[src/rtl/ctl_game_round.sv]
// ctl_game_round: round/turn sequencer for a hot-seat duck-shooting game.
// Launches ducks, counts shots and hits per turn, and keeps two-digit BCD scores
// for each player. Players who score too few hits in a turn are eliminated.
// All outputs are registered.
// Optional build macro CTL_GAME_PERFECT_BONUS_EN: a turn in which every duck is
// hit earns an extra 10 points, saturating at 99.
module ctl_game_round #(
    parameter int N_PLAYERS       = 2,
    parameter int DUCKS_PER_ROUND = 10,
    parameter int SHOTS_PER_DUCK  = 3,
    parameter int PASS_HITS       = 6,
    parameter int MAX_ROUNDS      = 5,
    parameter int INTRO_FRAMES    = 60,
    parameter int RESULT_FRAMES   = 30
) (
    input  logic                   clk_i,
    input  logic                   rst_i,          // asynchronous, active low
    input  logic                   new_frame_i,
    input  logic                   start_i,
    input  logic                   hit_i,
    input  logic                   shot_fired_i,
    input  logic                   duck_escaped_i,
    output logic                   duck_launch_o,
    output logic                   duck_flee_o,
    output logic [1:0]             active_player_o,
    output logic [3:0]             round_num_o,
    output logic [2:0]             shots_left_o,
    output logic [8*N_PLAYERS-1:0] scores_o,
    output logic [N_PLAYERS-1:0]   eliminated_o,
    output logic                   pause_o,
    output logic                   looser_o,
    output logic [2:0]             state_o
);

    typedef enum logic [2:0] {
        IDLE      = 3'd0,
        INTRO     = 3'd1,
        LAUNCH    = 3'd2,
        FLIGHT    = 3'd3,
        RESULT    = 3'd4,
        TURN_END  = 3'd5,
        GAME_OVER = 3'd6
    } state_t;

    localparam int FMAX = (INTRO_FRAMES > RESULT_FRAMES) ? INTRO_FRAMES : RESULT_FRAMES;
    localparam int FW   = $clog2(FMAX + 1);

    localparam logic [FW-1:0] INTRO_LAST  = FW'(INTRO_FRAMES - 1);
    localparam logic [FW-1:0] RESULT_LAST = FW'(RESULT_FRAMES - 1);
    localparam logic [3:0]    DUCKS_L     = 4'(DUCKS_PER_ROUND);
    localparam logic [3:0]    PASS_L      = 4'(PASS_HITS);
    localparam logic [2:0]    SHOTS_L     = 3'(SHOTS_PER_DUCK);
    localparam logic [4:0]    MAXR_L      = 5'(MAX_ROUNDS);

    state_t                   state_q;
    logic [FW-1:0]            frame_cnt_q;
    logic [3:0]               ducks_done_q;
    logic [3:0]               turn_hits_q;
    logic [8*N_PLAYERS-1:0]   scores_q;
    logic [N_PLAYERS-1:0]     elim_q;
    logic [1:0]               active_q;
    logic [3:0]               round_q;
    logic [2:0]               shots_q;
    logic                     launch_q;
    logic                     flee_q;
    logic                     pause_q;
    logic                     looser_q;

    // Next-turn bookkeeping derived from the current turn's results
    logic [N_PLAYERS-1:0]     elim_d;
    logic [1:0]               next_active_d;
    logic                     wrap_d;
    logic                     any_left_d;
    logic [4:0]               round_d;
    logic                     game_end_d;
    logic [7:0]               cur_score;

    // BCD +1 with saturation at 99
    function automatic logic [7:0] bcd_inc(input logic [7:0] s);
        if (s == 8'h99)            return s;
        else if (s[3:0] == 4'd9)   return {s[7:4] + 4'd1, 4'd0};
        else                       return {s[7:4], s[3:0] + 4'd1};
    endfunction

    // BCD +10 with saturation at 99
    function automatic logic [7:0] bcd_add10(input logic [7:0] s);
        if (s[7:4] == 4'd9) return 8'h99;
        else                return {s[7:4] + 4'd1, s[3:0]};
    endfunction

    // Elimination result and search for the next surviving player (wrapping)
    always_comb begin
        elim_d        = elim_q;
        next_active_d = active_q;
        wrap_d        = 1'b0;
        any_left_d    = 1'b0;
        cur_score     = scores_q[8*int'(active_q) +: 8];
        if (turn_hits_q < PASS_L) begin
            elim_d = elim_q | (N_PLAYERS'(1) << active_q);
        end
        for (int k = 1; k <= N_PLAYERS; k++) begin
            int   idx;
            logic w;
            idx = int'(active_q) + k;
            w   = (idx >= N_PLAYERS);
            if (w) idx = idx - N_PLAYERS;
            if (!any_left_d && !elim_d[idx]) begin
                any_left_d    = 1'b1;
                next_active_d = 2'(idx);
                wrap_d        = w;
            end
        end
        round_d    = {1'b0, round_q} + {4'd0, wrap_d};
        game_end_d = !any_left_d || (round_d > MAXR_L);
    end

    // Game sequencer: state, counters, scores and registered outputs
    always_ff @(posedge clk_i or negedge rst_i) begin
        if (!rst_i) begin
            state_q      <= IDLE;
            frame_cnt_q  <= '0;
            ducks_done_q <= '0;
            turn_hits_q  <= '0;
            scores_q     <= '0;
            elim_q       <= '0;
            active_q     <= '0;
            round_q      <= '0;
            shots_q      <= '0;
            launch_q     <= 1'b0;
            flee_q       <= 1'b0;
            pause_q      <= 1'b1;
            looser_q     <= 1'b0;
        end else begin
            launch_q <= 1'b0;
            flee_q   <= 1'b0;
            case (state_q)
                IDLE, GAME_OVER: begin
                    pause_q <= 1'b1;
                    if (start_i) begin
                        round_q     <= 4'd1;
                        active_q    <= '0;
                        scores_q    <= '0;
                        elim_q      <= '0;
                        looser_q    <= 1'b0;
                        frame_cnt_q <= '0;
                        state_q     <= INTRO;
                    end
                end
                INTRO: begin
                    if (new_frame_i) begin
                        if (frame_cnt_q == INTRO_LAST) begin
                            frame_cnt_q  <= '0;
                            turn_hits_q  <= '0;
                            ducks_done_q <= '0;
                            pause_q      <= 1'b0;
                            state_q      <= LAUNCH;
                        end else begin
                            frame_cnt_q <= frame_cnt_q + 1'b1;
                        end
                    end
                end
                LAUNCH: begin
                    launch_q     <= 1'b1;
                    shots_q      <= SHOTS_L;
                    ducks_done_q <= ducks_done_q + 4'd1;
                    state_q      <= FLIGHT;
                end
                FLIGHT: begin
                    // A hit outranks a simultaneous shot or escape; an escape
                    // outranks a simultaneous last shot, so no flee follows it.
                    if (hit_i) begin
                        scores_q[8*int'(active_q) +: 8] <= bcd_inc(cur_score);
                        turn_hits_q <= turn_hits_q + 4'd1;
                        pause_q     <= 1'b1;
                        state_q     <= RESULT;
                    end else if (duck_escaped_i) begin
                        pause_q <= 1'b1;
                        state_q <= RESULT;
                    end else if (shot_fired_i && shots_q != 3'd0) begin
                        shots_q <= shots_q - 3'd1;
                        if (shots_q == 3'd1) flee_q <= 1'b1;
                    end
                end
                RESULT: begin
                    if (new_frame_i) begin
                        if (frame_cnt_q == RESULT_LAST) begin
                            frame_cnt_q <= '0;
                            pause_q     <= 1'b0;
                            state_q     <= (ducks_done_q < DUCKS_L) ? LAUNCH : TURN_END;
                        end else begin
                            frame_cnt_q <= frame_cnt_q + 1'b1;
                        end
                    end
                end
                TURN_END: begin
                    elim_q  <= elim_d;
                    pause_q <= 1'b1;
`ifdef CTL_GAME_PERFECT_BONUS_EN
                    if (turn_hits_q == DUCKS_L) begin
                        scores_q[8*int'(active_q) +: 8] <= bcd_add10(cur_score);
                    end
`endif
                    if (any_left_d) active_q <= next_active_d;
                    if (game_end_d) begin
                        looser_q <= &elim_d;
                        state_q  <= GAME_OVER;
                    end else begin
                        round_q     <= round_d[3:0];
                        frame_cnt_q <= '0;
                        state_q     <= INTRO;
                    end
                end
                default: state_q <= IDLE;
            endcase
        end
    end

    assign duck_launch_o   = launch_q;
    assign duck_flee_o     = flee_q;
    assign active_player_o = active_q;
    assign round_num_o     = round_q;
    assign shots_left_o    = shots_q;
    assign scores_o        = scores_q;
    assign eliminated_o    = elim_q;
    assign pause_o         = pause_q;
    assign looser_o        = looser_q;
    assign state_o         = state_q;

endmodule

[config.mk]
export PLATFORM = sky130hd
export DESIGN_NAME = ctl_game_round
export DESIGN_NICKNAME = d
export VERILOG_FILES = /design/src/rtl/ctl_game_round.sv
export SDC_FILE = /design/constraint.sdc
export NUM_CORES = 1
export LEC_CHECK = 0
export BUFFER_PORTS_ARGS = -buffer_cell sky130_fd_sc_hd__clkbuf_2
export CAP_MARGIN = 20
export CELL_PAD_IN_SITES_DETAIL_PLACEMENT = 1
export CELL_PAD_IN_SITES_GLOBAL_PLACEMENT = 1
export CORE_MARGIN = 1.5
export CORE_UTILIZATION = 48
export DETAILED_ROUTE_END_ITERATION = 12
export PLACE_DENSITY_LB_ADDON = 0.1
export SYNTH_ARGS = -nofsm -noshare
export SYNTH_HDL_FRONTEND = slang
export SYNTH_SLANG_ARGS = --single-unit
[constraint.sdc]
create_clock -name clk_i -period 8.1 [get_ports clk_i]
set_clock_uncertainty 0.15 [all_clocks]
set_input_delay 1.215 -clock clk_i [delete_from_list [all_inputs] [get_ports clk_i]]
set_output_delay 1.215 -clock clk_i [all_outputs]
set_load 0.02 [all_outputs]
Yosys cells after proc, flatten, opt, wreduce, memory -nomap -nowiden:

Index checks and enable logic that the tools add are counted.

* word-level logic and storage cells: 162
* output and inout bits: 34
* bits in registers: 48
* input bits: 7

* reductions and logical operators: 28
* shifts and indexed selects: 4
* $lt $le $gt $ge: 7
* multiplexer cells: 72
* bitwise operators: 1
* eq/ne operators: 25
* $add $sub $neg: 12

Operator list (number)
* $lt A32 B3 Y1 const B: 2
* $mux W32: 2
* $mux W3: 12
* $mux W6: 6
* $neg A5 Y33: 1
* $shift A8 B33 Y16 const A: 1
* $shiftx A8 B33 Y16: 1
* $mux W16: 2
* $mux W8: 4
* $pmux W16 S2: 1
* $mux W1: 24
* $ne A2 B2 Y1 const B: 12
* $pmux W4 S2: 3
* $pmux W6 S4: 1
* $mux W4: 5
* $pmux W3 S6: 1
* $add A4 B1 Y4 const B: 4
* $bwmux W16: 1
* $shiftx A16 B6 Y8: 1
* $reduce_and A3 Y1: 4
* $reduce_and A4 Y1: 3
* $reduce_and A6 Y1: 2
* $mux W2: 5
* $reduce_bool A2 Y1: 5
* other kinds (34): 46

Logic depth before layout (Yosys ltp):

Gate-level depths: netlist (run 1).

* word-level depth: 14
* gate-level depth with buffers: 15
* gate-level depth less buffers: 12

Worst setup path after synthesis (run 1):

Ideal clock, no wire load.

* path kind: flip-flop to flip-flop
* from: register active_q[1] (netlist: active_player_o[1])
* to: register frame_cnt_q[1]
* library setup time: 0.128 ns
* buffers on the path: 1
* setup slack: 4.549 ns
* cell stages (with the launch flop): 14
* data required time: 7.822 ns
* data arrival time: 3.273 ns
* cell sequence: dfrtp_1 clkbuf_1 inv_1 ha_1 a21oi_1 mux2_2 a21oi_1 ha_1 ha_1 nand2b_1 a32oi_1 o211ai_2 a21boi_4 mux2_1

* longest elaborated chain between the ends: 14
* elaborated cells between the ends (all ways): 27
* classes of those cells: 3 x add/sub; 3 x order compare; 1 x eq/ne; 1 x shift; 13 x mux; 1 x bitwise; 5 x reduce/logical

Ends and longest elaborated chain
* start, declared: RTL line 61 `logic [1:0] active_q;`
* start signal, assigned: RTL line 203 `if (any_left_d) active_q <= next_active_d;`
* $add A2 B2 Y3 or $shl A1 B2 Y2 (tied branches): RTL line 104, 99
* $ge A3 B2 Y1 or $or A2 B2 Y2 (tied branches): RTL line 105, 99
* $mux W32 or $mux W2 (tied branches): RTL line 106, 98
* $mux W1 (implied by the code) (3 in a row): RTL line 107 `if (!any_left_d && !elim_d[idx]) begin`
* $logic_not A1 Y1: RTL line 107
* $logic_and A1 B1 Y1: RTL line 107
* $mux W1: RTL line 107
* $add A4 B1 Y5: RTL line 113 `round_d = {1'b0, round_q} + {4'd0, wrap_d};`
* $gt A5 B3 Y1: RTL line 114 `game_end_d = !any_left_d || (round_d > MAXR_L);`
* $logic_or A1 B1 Y1 *: RTL line 114
* $ne A2 B2 Y1 (no source line) *
* $reduce_and A5 Y1 (no source line) *
* end signal, assigned: RTL line 158 `frame_cnt_q <= frame_cnt_q + 1'b1;`
* end signal, assigned: RTL line 191 `frame_cnt_q <= frame_cnt_q + 1'b1;`
* end, declared: RTL line 56 `logic [FW-1:0] frame_cnt_q;`

Mark *: on every way between the ends. The rest lies on a longest branch, timed or not. The select of a mux whose other input is x is not followed.
A chain may end at the register's enable or synchronous reset.

Worst setup path after layout (run 1):

* from: register active_q[0] (netlist: active_player_o[0])
* to: register frame_cnt_q[1]

* longest elaborated chain between the ends: 14
* elaborated cells between the ends (all ways): 29
* classes of those cells: 5 x add/sub; 3 x order compare; 1 x eq/ne; 1 x shift; 13 x mux; 1 x bitwise; 5 x reduce/logical

Ends and longest elaborated chain
* $add A2 B2 Y3 or $shl A1 B2 Y2 (tied branches): RTL line 104, 99
* $sub A3 B2 Y4, or another cell as far along: RTL line 106 `if (w) idx = idx - N_PLAYERS;`
* $mux W32 or $mux W2 (tied branches): RTL line 106, 98
* $mux W1 (implied by the code) (3 in a row): RTL line 107
* $logic_not A1 Y1: RTL line 107
* $logic_and A1 B1 Y1: RTL line 107
* $mux W1: RTL line 107
* $add A4 B1 Y5: RTL line 113
* $gt A5 B3 Y1: RTL line 114
* $logic_or A1 B1 Y1 *: RTL line 114
* $ne A2 B2 Y1 (no source line) *
* $reduce_and A5 Y1 (no source line) *

Marks and branches as above.

==> results of run 1 <==
==> worst reg2reg max path, cell delays in order (launching register included) <==
cell and delay [ns]:
dfrtp_1 0.86, inv_1 0.17, ha_1 0.34, a21oi_1 0.39, mux2_2 0.27, a21oi_1 0.07
ha_1 0.23, ha_1 0.28, nand2b_1 0.15, a32oi_1 0.29, o211ai_2 0.23, a21boi_4 0.26
mux2_1 0.34
==> state kept, by name (all words and copies together) (netlist names) <==
register / flops
duck_flee_o: 1
ducks_done_q: 4
scores_o: 16
looser_o: 1
pause_o: 1
round_num_o: 4
active_player_o: 2
frame_cnt_q: 6
shots_left_o: 3
eliminated_o: 2
turn_hits_q: 4
duck_launch_o: 1
state_o: 3
==> kinds of logic (layout without fill, tap and decap cells) <==
kind of cell | after synthesis | after routing | synth area share
buf+inv | 26 | 63 | 0.0506
xor+xnor | 7 | 7 | 0.0197
flops | 48 | 48 | 0.386
compound gates | 100 | 100 | 0.227
simple gates | 103 | 103 | 0.176
fa+ha+maj | 19 | 19 | 0.0787
mux | 18 | 18 | 0.0618
==> cell usage in the layout (no fill, tap or decap), drive strengths merged, types with 4 or more instances in the layout <==
cell type  count
nor2          26
ha            18
inv           14
mux2i         14
o211ai         6
o21ai         30
a22o          10
mux2           4
nand4          5
clkbuf        48
a21o           5
nand2         30
or2            4
nor3           6
a21oi         17
xor2           5
nand3          9
o2bb2ai        4
dfrtp         47
==> final cells by class <==
cell class              count  area, µm²  area share
well taps                  77       96.3      0.0283
flip-flops and latches     48       1200       0.353
clock buffers               8       90.1      0.0265
inverters                  14       52.6      0.0154
repair buffers             41        208      0.0610
multi-input cells         247       1760       0.516
==> report_power, final <==
| group | leakage (nW) | internal, mW | switching (mW) |
|---|---|---|---|
| clock network | 0.0455 | 0.0699 | 0.0800 |
| logic | 0.895 | 0.194 | 0.285 |
| registers | 0.637 | 0.292 | 0.0947 |
==> worst max path at each step <==
stage	to	cells after the start
3_5_place_dp	frame_cnt_q[1]$_DFFE_PN0P_	12
5_1_grt	frame_cnt_q[1]$_DFFE_PN0P_	12
2_1_floorplan	frame_cnt_q[1]$_DFFE_PN0P_	13
4_1_cts	frame_cnt_q[1]$_DFFE_PN0P_	12
3_3_place_gp	frame_cnt_q[1]$_DFFE_PN0P_	12
6_report	frame_cnt_q[1]$_DFFE_PN0P_	12
==> stage by stage <==
stage                      util  hold slack [ns]
after floorplan               -            0.301
after global placement    0.525            0.320
after detailed placement  0.525            0.337
after CTS                 0.539            0.351
after global routing      0.539            0.391
final                     0.539            0.354
==> routing by layer <==
layer | vias to the layer above | wire (µm) | global-route usage
met4 | 0 | 62 | 0.0537
li1 | 1261 | - | -
met5 | - | 0 | 0
met3 | 5 | 161 | 0.0297
met2 | 37 | 3790 | 0.379
met1 | 1361 | 3760 | 0.322
==> run summary, run 1 <==
Clock buffer depth: 2
Power Dens Cells: 299 mW/mm²
Hold wc startpoint: turn_hits_q[3]$_DFFE_PN0P_
Relative max-transition margin: 0.469
CP max stage cell: dfrtp_1
Initial antenna violation count: 0
Die H: 83.6 µm
Post-synth ARST share: 1.00
Postcts setup bufs: 0
CP Data Required Time: 8.14 ns
Filler cells: 764
Die area: 0.00698 mm²
Final ANT Viol Nets: 0
Non-filler cells, final: 435
Reg2Reg Setup Slack: 3.96 ns
CTS H-tree depth: 2
Routability Congestion: 0.812
Core Region: 0.00631 mm²
Area leader, netlist: dfrtp_1
Achievable Freq: 242 MHz
Vias in the first global route: 2676
Mean post-synth cell area: 9.71 µm²
Worst-path clk slew: 0.09 ns
Final Hold Fails: 0
Cell variety after synth: 71
Initial Utilization: 0.493
EDFF count, synth: 0
Unrepaired setup endpoints after global routing: false
Drt total wl: 7780 µm
FF-to-FF End: frame_cnt_q[1]$_DFFE_PN0P_
Worst slew pin tran: 0.797 ns
Worst Setup Start Kind: register
Worst setup startpoint: active_player_o[0]$_DFFE_PN0P_
# diodes: 0
Sequential share of the synthesized area: 0.386
Ys flop type: dfrtp_1
Drt pass-1 iters: 4
Max-slew violation count: 0
WP data arrival: 4.18 ns
WHS Endpoint: turn_hits_q[3]$_DFFE_PN0P_
GRT Util Overall: 0.229
Pre-CTS setup slack: 3.98 ns
Layout cells sized above 1: 0.198
PortBufs: 40
Hold buffer count at cts: 0
Worst hold path class: reg2reg
Yosys warnings: 0
Sink Count: 48
Max-cap violations: 0
Via count: 2664
Commonest cells in the netlist: 47 x dfrtp_1, 29 x nand2_1, 26 x nor2_1, 23 x o21ai_0, 18 x ha_1
Cells on Worst Hold Path: 1
Count leader, synth: dfrtp_1
DRC errors left: 0
Cell area after synthesis: 0.00312 mm²
CP delay by family, top: compound AO/OA/AOI/OAI gates
Starting DRT DRC Count: 61
Total power: 1.02 mW
Synthesized flop and latch total: 48
Critical R2R Launch: active_player_o[0]$_DFFE_PN0P_
Max IR drop VDD: 0.164 mV
Final WS setup: 3.96 ns
Most used cell, CP: ha_1
Nets: 383
Placed Cells: 427
Largest net degree at the start of global routing: 49
Grt ovf: 0
Final instance area: 0.00340 mm²
Root Buffer: clkbuf_8
TritonCTS buffer count: 5
Status: finished clean
Global-route wire length before repair: 13300 µm
Wire per inst: 17.9 µm
Area grow syn2layout: 9.28%
Worst path cell trace: inv_1, ha_1, a21oi_1, mux2_2, a21oi_1, ha_1, ha_1, nand2b_1, a32oi_1, o211ai_2, a21boi_4, mux2_1
Min cycle time layout: 4.14 ns
Via/cell ratio: 6.12
Post-synth net total: 347
Critical path class: reg2reg
Setup crit end kind: register
Top-area cell type share of the netlist area: 0.378
CTS resizes: 0
Detailed placement HPWL: 5710 µm
Pleak: 1.58 nW
I/O pin cnt: 41
Synthesized instance count: 321
Area after DPL: 0.00331 mm²
# setup viols final: 0
Final setup TNS: 0 ns
Overall die width: 83.6 µm
Worst-path fanout max: 18
TritonCTS clock tree: built
FP Rows: 29
Worst-Skew Late Latency: 0.30 ns
Synth top area cells: dfrtp_1 38%, ha_1 7.2%, mux2i_1 4.2%
Reg2reg path depth: 12
CP max stage delay: 0.86 ns
Critical path buffers and inverters: 1
Fin crit share: 0.511
(Power assumes the default switching activity.)
==> run 2: changes to the inputs <==
--- a/config.mk
+++ b/config.mk
@@ -10,7 +10,7 @@
 export CELL_PAD_IN_SITES_DETAIL_PLACEMENT = 1
 export CELL_PAD_IN_SITES_GLOBAL_PLACEMENT = 1
 export CORE_MARGIN = 1.5
-export CORE_UTILIZATION = 48
+export CORE_UTILIZATION = 41
 export DETAILED_ROUTE_END_ITERATION = 12
 export PLACE_DENSITY_LB_ADDON = 0.1
 export SYNTH_ARGS = -nofsm -noshare
==> constraint.sdc (replaced) <==
create_clock -name clk_i -period 3.78 [get_ports clk_i]
set_clock_uncertainty 0.15 [all_clocks]
set_input_delay 0.567 -clock clk_i [delete_from_list [all_inputs] [get_ports clk_i]]
set_output_delay 0.567 -clock clk_i [all_outputs]
set_load 0.02 [all_outputs]
==> run summary, run 2 (same netlist as run 1, synthesis figures left out) <==
Clock buffer depth: 2
TritonCTS clock tree: built
Max FFs per register: 16
CTS resizes: 0
Die H: 90.2 µm
Via/cell ratio: 5.69
FP Rows: 31
Wire per inst: 17.2 µm
Unrepaired setup endpoints after global routing: false
Sequential cell area: 0.00120 mm²
Layout cells sized above 1: 0.212
Routability Congestion: 0.807
Final Hold Fails: 0
Multi-input logic area: 0.00176 mm²
Root Buffer: clkbuf_8
Worst Setup Start Kind: register
CTS H-tree depth: 2
WP data arrival: 3.49 ns
Status: finished clean
PortBufs: 40
Sink Count: 48
Max IR drop VDD: 0.272 mV
Critical R2R Launch: active_player_o[0]$_DFFE_PN0P_
Fin crit share: 0.911
Largest net degree at the start of global routing: 36
Vias in the first global route: 2718
Initial antenna violation count: 0
Setup crit end kind: register
Total power: 2.27 mW
Worst-path clk slew: 0.10 ns
I/O pin cnt: 41
Nets: 388
Max-cap violations: 0
Grt ovf: 0
Worst hold path class: in2async
Worst setup startpoint: active_player_o[0]$_DFFE_PN0P_
Drt total wl: 7970 µm
CP Data Required Time: 3.82 ns
DRC errors left: 0
Final setup TNS: 0 ns
Detailed placement HPWL: 5950 µm
Worst-path fanout max: 9
Achievable Freq: 290 MHz
GRT Util Overall: 0.209
Global-route wire length before repair: 13800 µm
Filler cells: 893
# setup viols final: 0
Critical path class: reg2reg
Drt pass-1 iters: 4
Min cycle time layout: 3.44 ns
Die area: 0.00813 mm²
Starting DRT DRC Count: 62
Commonest non-fill, non-tap cells in the layout: 47 x dfrtp_1, 40 x clkbuf_2, 29 x nand2_1, 26 x nor2_1, 23 x o21ai_0
Final ANT Viol Nets: 0
Initial Utilization: 0.427
Via count: 2627
Relative max-transition margin: 0.411
Area grow syn2layout: 11.9%
Overall die width: 90.2 µm
Power Dens Cells: 650 mW/mm²
# diodes: 0
Hold buffer count at cts: 0
Postcts setup bufs: 0
TritonCTS buffer count: 5
Pleak: 1.61 nW
Max-slew violation count: 0
Most common cell after layout, fill and taps aside: dfrtp_1
Worst-Skew Late Latency: 0.30 ns
Core Region: 0.00729 mm²
Worst slew pin tran: 0.884 ns
==> run 2: changes by cell type in the layout (fill, tap and decap cells not counted) <==
cell | previous run | this run
buf_4 | 1 | 6
bufinv_16 | 0 | 1
clkbuf_1 | 2 | 1
clkbuf_8 | 6 | 5
clkinv_2 | 0 | 1
==> run 2: worst max-delay path, cell delays in order (launching register included) <==
cell and delay, ns:
dfrtp_1 0.44, inv_1 0.09, ha_1 0.22, a21oi_1 0.35, mux2_2 0.26, a21oi_1 0.07
ha_1 0.22, ha_1 0.27, nand2b_1 0.14, a32oi_1 0.28, o211a_1 0.41, o221ai_1 0.19
a32o_1 0.24
==> run 2: final timing paths <==
check | endpoint | slack [ns] | cells after the start
max in group asynchronous | pause_o$_DFFE_PN1P_ | 2.46 | 2
min in group clk_i | turn_hits_q[3]$_DFFE_PN0P_ | 0.34 | 1
worst max register to register | frame_cnt_q[5]$_DFFE_PN0P_ | 0.34 | 12
worst max-delay path | frame_cnt_q[5]$_DFFE_PN0P_ | 0.34 | 12
worst min register to register | turn_hits_q[3]$_DFFE_PN0P_ | 0.34 | 1
worst min-delay path | round_num_o[1]$_DFFE_PN0P_ | 0.21 | 1
==> run 2: final cells by class <==
| cell class | count | area share |
|---|---|---|
| clock buffer | 6 | 0.0208 |
| tap | 99 | 0.0355 |
| clock inverter | 2 | 0.0100 |
| sequential | 48 | 0.345 |
| inverter | 14 | 0.0151 |
| timing repair buffer | 46 | 0.0703 |
| multi-input combinational | 247 | 0.503 |
==> run 2: layer usage <==
layer  track usage  part of all wire  vias to the layer above
met3        0.0321             0.029                        8
met5             0                 0                        -
met1         0.294              0.48                     1301
li1              -                 -                     1268
met4        0.0529             0.012                        0
met2         0.338              0.47                       50
==> run 2: report_power, final <==
part | internal [mW] | switching, mW
registers | 0.628 | 0.166
clock network | 0.197 | 0.183
logic | 0.436 | 0.657
total | 1.26 | 1.01
==> run 2: per-stage QoR <==
step,utilization,worst slack (ns),std cells,cell area [µm²],hold WS [ns]
5_1_grt,0.478,0.0876,462,3490,0.273
4_1_cts,0.478,0.354,462,3490,0.253
3_3_place_gp,0.463,0.461,454,3380,0.327
2_1_floorplan,-,0.229,321,3120,0.121
3_5_place_dp,0.463,0.406,454,3380,0.335
6_report,0.478,0.335,462,3490,0.210
==> run 3: changes to the inputs <==
--- a/config.mk
+++ b/config.mk
@@ -10,7 +10,7 @@
 export CELL_PAD_IN_SITES_DETAIL_PLACEMENT = 1
 export CELL_PAD_IN_SITES_GLOBAL_PLACEMENT = 1
 export CORE_MARGIN = 1.5
-export CORE_UTILIZATION = 41
+export CORE_UTILIZATION = 45
 export DETAILED_ROUTE_END_ITERATION = 12
 export PLACE_DENSITY_LB_ADDON = 0.1
 export SYNTH_ARGS = -nofsm -noshare
==> constraint.sdc (replaced) <==
create_clock -name clk_i -period 3.2 [get_ports clk_i]
set_clock_uncertainty 0.15 [all_clocks]
set_input_delay 0.48 -clock clk_i [delete_from_list [all_inputs] [get_ports clk_i]]
set_output_delay 0.48 -clock clk_i [all_outputs]
set_load 0.02 [all_outputs]
==> run summary, run 3 (same netlist as run 1, synthesis figures left out) <==
Max-cap violations: 0
Placed Cells: 438
Worst-path fanout max: 7
Initial antenna violation count: 0
Initial Utilization: 0.461
Starting DRT DRC Count: 73
Global-route wire length before repair: 13700 µm
TritonCTS buffer count: 5
# setup viols final: 0
Drt pass-1 iters: 4
Via/cell ratio: 5.91
Routability Congestion: 0.769
Hold WS: 0.149 ns
Min cycle time layout: 3.13 ns
I/O pin cnt: 41
Worst-Skew Late Latency: 0.30 ns
Non-filler cells, final: 453
# diodes: 0
Final WS setup: 0.0713 ns
Root Buffer: clkbuf_8
Sink Count: 48
Wire per inst: 18.3 µm
Status: finished clean
Final ANT Viol Nets: 0
Worst slew pin tran: 0.930 ns
CP max stage cell: dfrtp_1
Max FFs per register: 16
TritonCTS clock tree: built
Relative max-transition margin: 0.380
Finished Core Util: 0.544
Pleak: 1.68 nW
Max IR drop VDD: 0.477 mV
Largest net degree at the start of global routing: 37
Max-slew violation count: 0
CP delay by family, top: compound AO/OA/AOI/OAI gates
Clock buffer depth: 2
Detailed placement HPWL: 6040 µm
Setup crit end kind: register
Worst hold path class: in2async
Via count: 2675
Drt total wl: 8300 µm
Commonest non-fill, non-tap cells in the layout: 45 x dfrtp_1, 40 x clkbuf_2, 29 x nand2_1, 26 x nor2_1, 23 x o21ai_0
PortBufs: 40
Layout cells sized above 1: 0.282
CP Data Required Time: 3.25 ns
Pre-CTS setup slack: 0.0171 ns
Filler cells: 767
Power Dens Cells: 822 mW/mm²
Worst Setup Start Kind: register
Critical path buffers and inverters: 2
Area grow syn2layout: 18.0%
GRT Util Overall: 0.233
WP data arrival: 3.17 ns
CTS H-tree depth: 2
DRC errors left: 0
Fin crit share: 0.978
Worst-path clk slew: 0.09 ns
Final Hold Fails: 0
CP max stage delay: 0.45 ns
Critical path class: reg2reg
Overall die width: 86.2 µm
FP Rows: 30
Most common cell after layout, fill and taps aside: dfrtp_1
Nets: 398
Die area: 0.00743 mm²
Core Region: 0.00676 mm²
Achievable Freq: 320 MHz
Hold buffer count at cts: 0
Die H: 86.2 µm
Vias in the first global route: 2695
Grt ovf: 0
Worst path cell trace: a21oi_2, buf_4, a21oi_4, mux2_4, a21oi_2, ha_2, ha_1, nand2b_4, a32oi_4, buf_4, o211a_4, o221ai_1, a32o_1
run 3: cell types whose count changed in the layout (fill, tap and decap cells not counted), moves of 3 or more:
cell     change
buf_4       +10
a21oi_1      -4
ha_1         -4
a21oi_2      +3
run 3: final timing paths:
| kind | start | end | slack [ns] | cells past startpoint |
|---|---|---|---|---|
| setup reg to reg | turn_hits_q[1]$_DFFE_PN0P_ | frame_cnt_q[5]$_DFFE_PN0P_ | 0.07 | 13 |
| hold reg to reg | scores_o[6]$_DFFE_PN0P_ | scores_o[6]$_DFFE_PN0P_ | 0.36 | 2 |
| min in group clk_i | hit_i | turn_hits_q[0]$_DFFE_PN0P_ | 0.35 | 3 |
| max in group asynchronous | rst_i | pause_o$_DFFE_PN1P_ | 1.94 | 2 |
| hold / removal | rst_i | round_num_o[0]$_DFFE_PN0P_ | 0.15 | 1 |
| setup / recovery | turn_hits_q[1]$_DFFE_PN0P_ | frame_cnt_q[5]$_DFFE_PN0P_ | 0.07 | 13 |
run 3: cell type report:
type / instances / area [µm²] / area share
Inverter: 14 / 57.6 / 0.0157
Multi-Input combinational cell: 247 / 1870 / 0.508
Tap cell: 80 / 100 / 0.0272
Timing Repair Buffer: 56 / 320 / 0.0872
Clock buffer: 7 / 96.3 / 0.0262
Clock inverter: 1 / 30.0 / 0.00817
Sequential cell: 48 / 1200 / 0.328
run 3: through the flow:
stage / power [mW] / setup TNS [ns] / instance area [µm²]
2_1_floorplan: 1.99 / 0 / 3170
3_3_place_gp: 2.27 / 0 / 3420
3_5_place_dp: 2.35 / 0 / 3420
4_1_cts: 2.86 / 0 / 3560
5_1_grt: 3.22 / -0.251 / 3670
6_report: 3.02 / 0 / 3670
run 3: repair_timing:
action                                  in CTS  in global routing
resized for setup                            1                 11
setup buffers                                0                  7
endpoints found under the setup margin       2                 10
pin swaps                                    1                  5
run 3: where the power goes:
group,switching [mW],leakage (nW),internal (mW)
Sequential,0.210,0.634,0.742
Combinational,0.884,0.980,0.696
Clock,0.212,0.0645,0.276
Total,1.31,1.68,1.71
run 3: worst register-to-register path, delay by kind of cell, from the launching register on:
kind            cells  cell delay [ns]
flops               1             0.45
mux                 1             0.30
compound gates      7             1.21
buf+inv             2             0.31
fa+ha+maj           2             0.44
simple gates        1             0.16
run 3: metal layers:
layer  vias up  wire length (µm)  track usage
li1       1292                 -            -
met1      1318              3860        0.301
met2        54              4090        0.406
met3        11               214       0.0295
met4         0               131       0.0733
met5         -                 0            0
